## config.mk

```make
export PLATFORM = sky130hd
export DESIGN_NAME = instruction_fetch_flat
export DESIGN_NICKNAME = d
export VERILOG_FILES = /design/src/rtl/instruction_fetch_if.sv /design/src/rtl/instruction_fetch.sv /design/src/flat_wrapper.sv
export SDC_FILE = /design/constraint.sdc
export NUM_CORES = 1
export LEC_CHECK = 0
export CORE_UTILIZATION = 24
export DETAILED_ROUTE_END_ITERATION = 10
export PLACE_DENSITY = 0.57
export SLEW_MARGIN = 0
export SYNTH_ARGS = -nofsm -noshare
export SYNTH_HDL_FRONTEND = slang
export SYNTH_SLANG_ARGS = --single-unit
```

## constraint.sdc

```tcl
create_clock -name clock -period 1.5 [get_ports clock]
set_input_delay 0.375 -clock clock [delete_from_list [all_inputs] [get_ports clock]]
set_output_delay 0.375 -clock clock [all_outputs]
set_load 0.05 [all_outputs]
```

## src/rtl/instruction_fetch_if.sv

```systemverilog
// Instruction fetch bus: instruction-memory request/response, execute-stage
// redirect, and the fetched-word valid/ready handshake towards decode.
interface instruction_fetch_if;
    logic [31:0] imem_addr;
    logic [31:0] imem_instruction;
    logic        branch_taken;
    logic [31:0] branch_target;
    logic [31:0] inst_out;
    logic [31:0] pc_out;
    logic        inst_valid;
    logic        inst_ready;
    logic        fetch_fault;

    modport master (
        output imem_addr, inst_out, pc_out, inst_valid, fetch_fault,
        input  imem_instruction, branch_taken, branch_target, inst_ready
    );

    modport slave (
        input  imem_addr, inst_out, pc_out, inst_valid, fetch_fault,
        output imem_instruction, branch_taken, branch_target, inst_ready
    );
endinterface

```

## src/rtl/instruction_fetch.sv

```systemverilog
// Fetch unit: fixed-latency instruction memory requester with branch redirect.
// Optional MISALIGN_TRAP_EN: misaligned redirect raises fetch_fault and halts until reset.
module instruction_fetch #(
    parameter logic [31:0] RESET_PC    = 32'h0000_0000,
    parameter int unsigned MEM_LATENCY = 2
) (
    input  logic                clock,
    input  logic                reset,
    instruction_fetch_if.master bus
);

`ifdef MISALIGN_TRAP_EN
    typedef enum logic [1:0] {WAIT, HOLD, HALT} state_t;
`else
    typedef enum logic [1:0] {WAIT, HOLD} state_t;
`endif

    localparam logic [3:0] LAST = 4'(MEM_LATENCY - 1);

    state_t      state;
    logic [3:0]  cnt;
    logic [31:0] addr;
    logic [31:0] inst;
    logic [31:0] pc;
    logic        valid;
`ifdef MISALIGN_TRAP_EN
    logic        fault;
`endif

    always_ff @(posedge clock or negedge reset) begin
        if (!reset) begin
            state <= WAIT;
            cnt   <= '0;
            addr  <= RESET_PC;
            inst  <= '0;
            pc    <= '0;
            valid <= 1'b0;
`ifdef MISALIGN_TRAP_EN
            fault <= 1'b0;
`endif
        end else begin
`ifdef MISALIGN_TRAP_EN
            // HALT and the fault trap sit ahead of the normal redirect in one priority chain
            if (state == HALT) begin
                valid <= 1'b0;
            end else if (bus.branch_taken && (bus.branch_target[1:0] != 2'b00)) begin
                fault <= 1'b1;
                valid <= 1'b0;
                state <= HALT;
            end else
`endif
            if (bus.branch_taken) begin
                addr  <= bus.branch_target & 32'hFFFF_FFFC;
                cnt   <= '0;
                valid <= 1'b0;
                state <= WAIT;
            end else begin
                case (state)
                    WAIT: begin
                        cnt <= cnt + 4'd1;
                        if (cnt == LAST) begin
                            inst  <= bus.imem_instruction;
                            pc    <= addr;
                            valid <= 1'b1;
                            state <= HOLD;
                        end
                    end
                    HOLD: begin
                        if (bus.inst_ready) begin
                            valid <= 1'b0;
                            cnt   <= '0;
                            addr  <= addr + 32'd4;
                            state <= WAIT;
                        end
                    end
                    default: state <= WAIT;
                endcase
            end
        end
    end

    assign bus.imem_addr  = addr;
    assign bus.inst_out   = inst;
    assign bus.pc_out     = pc;
    assign bus.inst_valid = valid;
`ifdef MISALIGN_TRAP_EN
    assign bus.fetch_fault = fault;
`else
    assign bus.fetch_fault = 1'b0;
`endif

endmodule

```

## src/flat_wrapper.sv

```systemverilog
// flat-port wrapper written by rule: the top's interface ports become plain ports
module instruction_fetch_flat 
#(
    parameter logic [31:0] RESET_PC    = 32'h0000_0000,
    parameter int unsigned MEM_LATENCY = 2
)
  (clock, reset, bus_imem_addr, bus_inst_out, bus_pc_out, bus_inst_valid, bus_fetch_fault, bus_imem_instruction, bus_branch_taken, bus_branch_target, bus_inst_ready);
  instruction_fetch_if bus_i ();
  input  logic clock;
  input  logic reset;
  output wire logic [$bits(bus_i.imem_addr)-1:0] bus_imem_addr;
  output wire logic [$bits(bus_i.inst_out)-1:0] bus_inst_out;
  output wire logic [$bits(bus_i.pc_out)-1:0] bus_pc_out;
  output wire logic [$bits(bus_i.inst_valid)-1:0] bus_inst_valid;
  output wire logic [$bits(bus_i.fetch_fault)-1:0] bus_fetch_fault;
  input wire logic [$bits(bus_i.imem_instruction)-1:0] bus_imem_instruction;
  input wire logic [$bits(bus_i.branch_taken)-1:0] bus_branch_taken;
  input wire logic [$bits(bus_i.branch_target)-1:0] bus_branch_target;
  input wire logic [$bits(bus_i.inst_ready)-1:0] bus_inst_ready;
  assign bus_imem_addr = bus_i.imem_addr;
  assign bus_inst_out = bus_i.inst_out;
  assign bus_pc_out = bus_i.pc_out;
  assign bus_inst_valid = bus_i.inst_valid;
  assign bus_fetch_fault = bus_i.fetch_fault;
  assign bus_i.imem_instruction = bus_imem_instruction;
  assign bus_i.branch_taken = bus_branch_taken;
  assign bus_i.branch_target = bus_branch_target;
  assign bus_i.inst_ready = bus_inst_ready;
  instruction_fetch #(.RESET_PC(RESET_PC), .MEM_LATENCY(MEM_LATENCY)) u_core (.clock(clock), .reset(reset), .bus(bus_i));
endmodule
```

==> out/results.ini <==
[synthesis]
syn_inst=367
synth_seq_cells=97
avgSynthCellArea_um2=12.02
ys_seq_area_frac=0.5504
async_flop_share=1.000
synth_flop_cell=dfrtp_1
syn-cell-area_um2=4410
ys_warn_count=0
synth-edff-count=0
yosysUniqueCellTypes=42

[timing]
worst_clock_skew_ps=11.46
setup_viol=61
hold_viol=0
layout_setup_ws_ps=-109.4
period_needed_ps=1609
fin_setup_tns_ps=-4520
fmax_mhz=621.3
rsz0062_at_grt=yes
finalCritPeriodShare=1.073
drv_slew=0

[final_layout]
fin_area_um2=8352
n_fill_cell=1631
antennaDiodeCount=0
fin_util=0.4649
nets=675
drive_gt1_frac=0.5271
area_growth_pct=89.36

[placed_design]
placed_area_um2=7775
portBuffers=158
hpwlAfterDp_um=10260
post-place-ws_ps=-591.3
routabilityCongestion=0.7845

[pwr]
intPower_uw=9403
power_uw=15920
switching_power_uw=6513
sw_frac_of_total=0.4092
p_per_area_nw_per_um2=1906
max-vdd-ir-drop_v=0.001449
p_leak_uw=0.003580
clockPowerShare=0.140
pwr-share-comb=0.576
p_seq_frac=0.284

[critical_path]
critPathMaxFanout=7
cp.arrival_ps=1880
critPathKind=flop to flop
critical_path_required_ps=1770
cp-start-kind=flop
cp-end-kind=flop

[grt]
grt_pass1_vias=4084
grt_util_all_layers=0.1521
grt_max_degree=49
grt_pass1_wl_um=21540
antenna_found_initial=1
grt_overflow=0

[detailed_routing]
drt_first_iter_violations=124
antenna_left=0
vias=3868
route.detailed.drc=0
wl_per_cell_um=16.60
avgViaCountPerCell=4.616
drt-total-wl_um=13910
dr.pass1.iters=4

[job]
cap_violations=0

[clock_network]
clk_pin_slew_ps=70
clockBufferDepth=2
cts_tree=built
cts-root-buf=clkbuf_16
cts_buffers=9
clk_latency_ps=350
cts_sinks=97
htreeDepth=3

[floorplan]
rows=49
core_um2=17960
initial_core_util=0.2455
dieHeight_um=137.6
die_x_um=137.6
io_pins=166
dieArea_um2=18920

[status]
violations=negative setup slack
outcome=finished with violations

[worst_hold_path]
hp-class=primary input to async pin

[sequential cells by signal (all words and copies together) (netlist names)]
name,flops
u_core.bus.imem_addr,30
u_core.cnt,4
u_core.bus.inst_out,32
u_core.state,1
u_core.bus.pc_out,30
[cells in the mapped netlist (3+ instances only)]
cell type	instances	area, µm²
a31oi_1	13	81.33
and3_1	5	31.28
buf_2	6	30.03
buf_4	6	45.04
buf_6	3	33.78
clkbuf_1	8	30.03
dfrtp_1	97	2427
ha_1	3	37.54
inv_1	4	15.01
mux2_2	60	675.7
nand2_1	31	116.4
nand3_1	16	80.08
nand4_1	8	50.05
nor2_1	18	67.56
nor4_1	3	18.77
o21ai_0	15	75.07
o31ai_1	13	97.59
or4_1	15	112.6
xnor2_1	4	35.03
xor2_1	9	78.83
[metal layers]
| metal | part of all wire | vias to the layer above | routed length (µm) | track usage |
|---|---|---|---|---|
| li1 | - | 1812 | - | - |
| met2 | 0.50 | 132 | 7025 | 0.2596 |
| met5 | 0.00065 | - | 9 | 0 |
| met4 | 0.024 | 2 | 337 | 0.06960 |
| met1 | 0.41 | 1896 | 5642 | 0.1817 |
| met3 | 0.065 | 26 | 899 | 0.03311 |
[power by group through the flow]
stage               clock [µW]  combinational, µW  sequential (µW)
floorplan                    0               1190             7380
global placement             0               9070             4520
detailed placement           0               9160             4580
CTS                       2310               9220             4530
global route              2440               9520             4640
finish                    2230               9170             4520
[worst paths after layout]
check                                                        from                                   end  slack, ps  cells after the start
worst max register to register        u_core.state[0]$_DFFE_PN0P_  u_core.bus.imem_addr[23]$_DFFE_PN0N_       -110                      5
min in group clock              u_core.bus.pc_out[20]$_DFFE_PN0P_     u_core.bus.pc_out[20]$_DFFE_PN0P_        560                      2
worst min register to register  u_core.bus.pc_out[20]$_DFFE_PN0P_     u_core.bus.pc_out[20]$_DFFE_PN0P_        560                      2
max in group asynchronous                                   reset  u_core.bus.imem_addr[15]$_DFFE_PN0N_        400                      3
worst min-delay path                                        reset   u_core.bus.inst_out[11]$_DFFE_PN0P_        520                      2
worst max-delay path                  u_core.state[0]$_DFFE_PN0P_  u_core.bus.imem_addr[23]$_DFFE_PN0N_       -110                      5
[cell families after synthesis]
| family | after synthesis | share of synthesized area |
|---|---|---|
| simple gates | 112 | 0.1458 |
| flops | 97 | 0.5504 |
| mux | 61 | 0.1555 |
| compound gates | 52 | 0.07716 |
| buf+inv | 28 | 0.03603 |
| xor+xnor | 13 | 0.02582 |
| fa+ha+maj | 3 | 0.008512 |
| other cells | 1 | 0.0008502 |
[what timing repair did]
action / in CTS / in global routing
hold buffers: 1 / 0
gates resized for setup: 16 / 25
endpoints found under the setup margin: 83 / 89
setup buffers: 14 / 2
cloned: 1 / 0
endpoints found under the hold margin: 23 / 0
pin swaps: 15 / 19
[worst max-delay path: stages, from the launching register on]
cell and delay (ps):
dfrtp_2 420, and4_4 230, buf_6 110, nand3_4 80, or4_4 530, a31oi_1 170
[cell usage in the layout (no fill, tap or decap), types with 3 or more instances in the layout]
master,n
mux2_2,60
buf_6,9
nor2_1,18
buf_12,98
or4_1,12
or4_4,3
xnor2_1,4
clkbuf_16,9
o21ai_0,7
nand4_4,3
dfrtp_1,69
a31oi_1,12
nand4_1,8
o31ai_1,13
xor2_1,8
nand3_2,4
nand2_2,3
and3_4,5
nand3_4,3
buf_4,73
conb_1,5
nand2_4,5
clkinv_2,3
nand2_1,24
dfrtp_2,28
o21ai_1,8
nand3_1,10
clkdlybuf4s50_1,62
inv_1,4
[stage by stage]
step	hold WS, ps	std cells
after global placement	352.2	805
after detailed placement	352.7	805
after global routing	536.0	838
after floorplan	79.41	371
after CTS	524.1	837
final	516.0	838
[final cells by class]
type | instances | area [µm²] | share of cell area
repair buffers | 245 | 3259 | 0.3903
flip-flops and latches | 97 | 2462 | 0.2948
multi-input cells | 247 | 2046 | 0.2449
well taps | 229 | 286.5 | 0.03431
clock buffers | 11 | 252.7 | 0.03026
clock inverters | 5 | 30.03 | 0.003596
inverters | 4 | 15.01 | 0.001798
(Power assumes the default switching activity.)
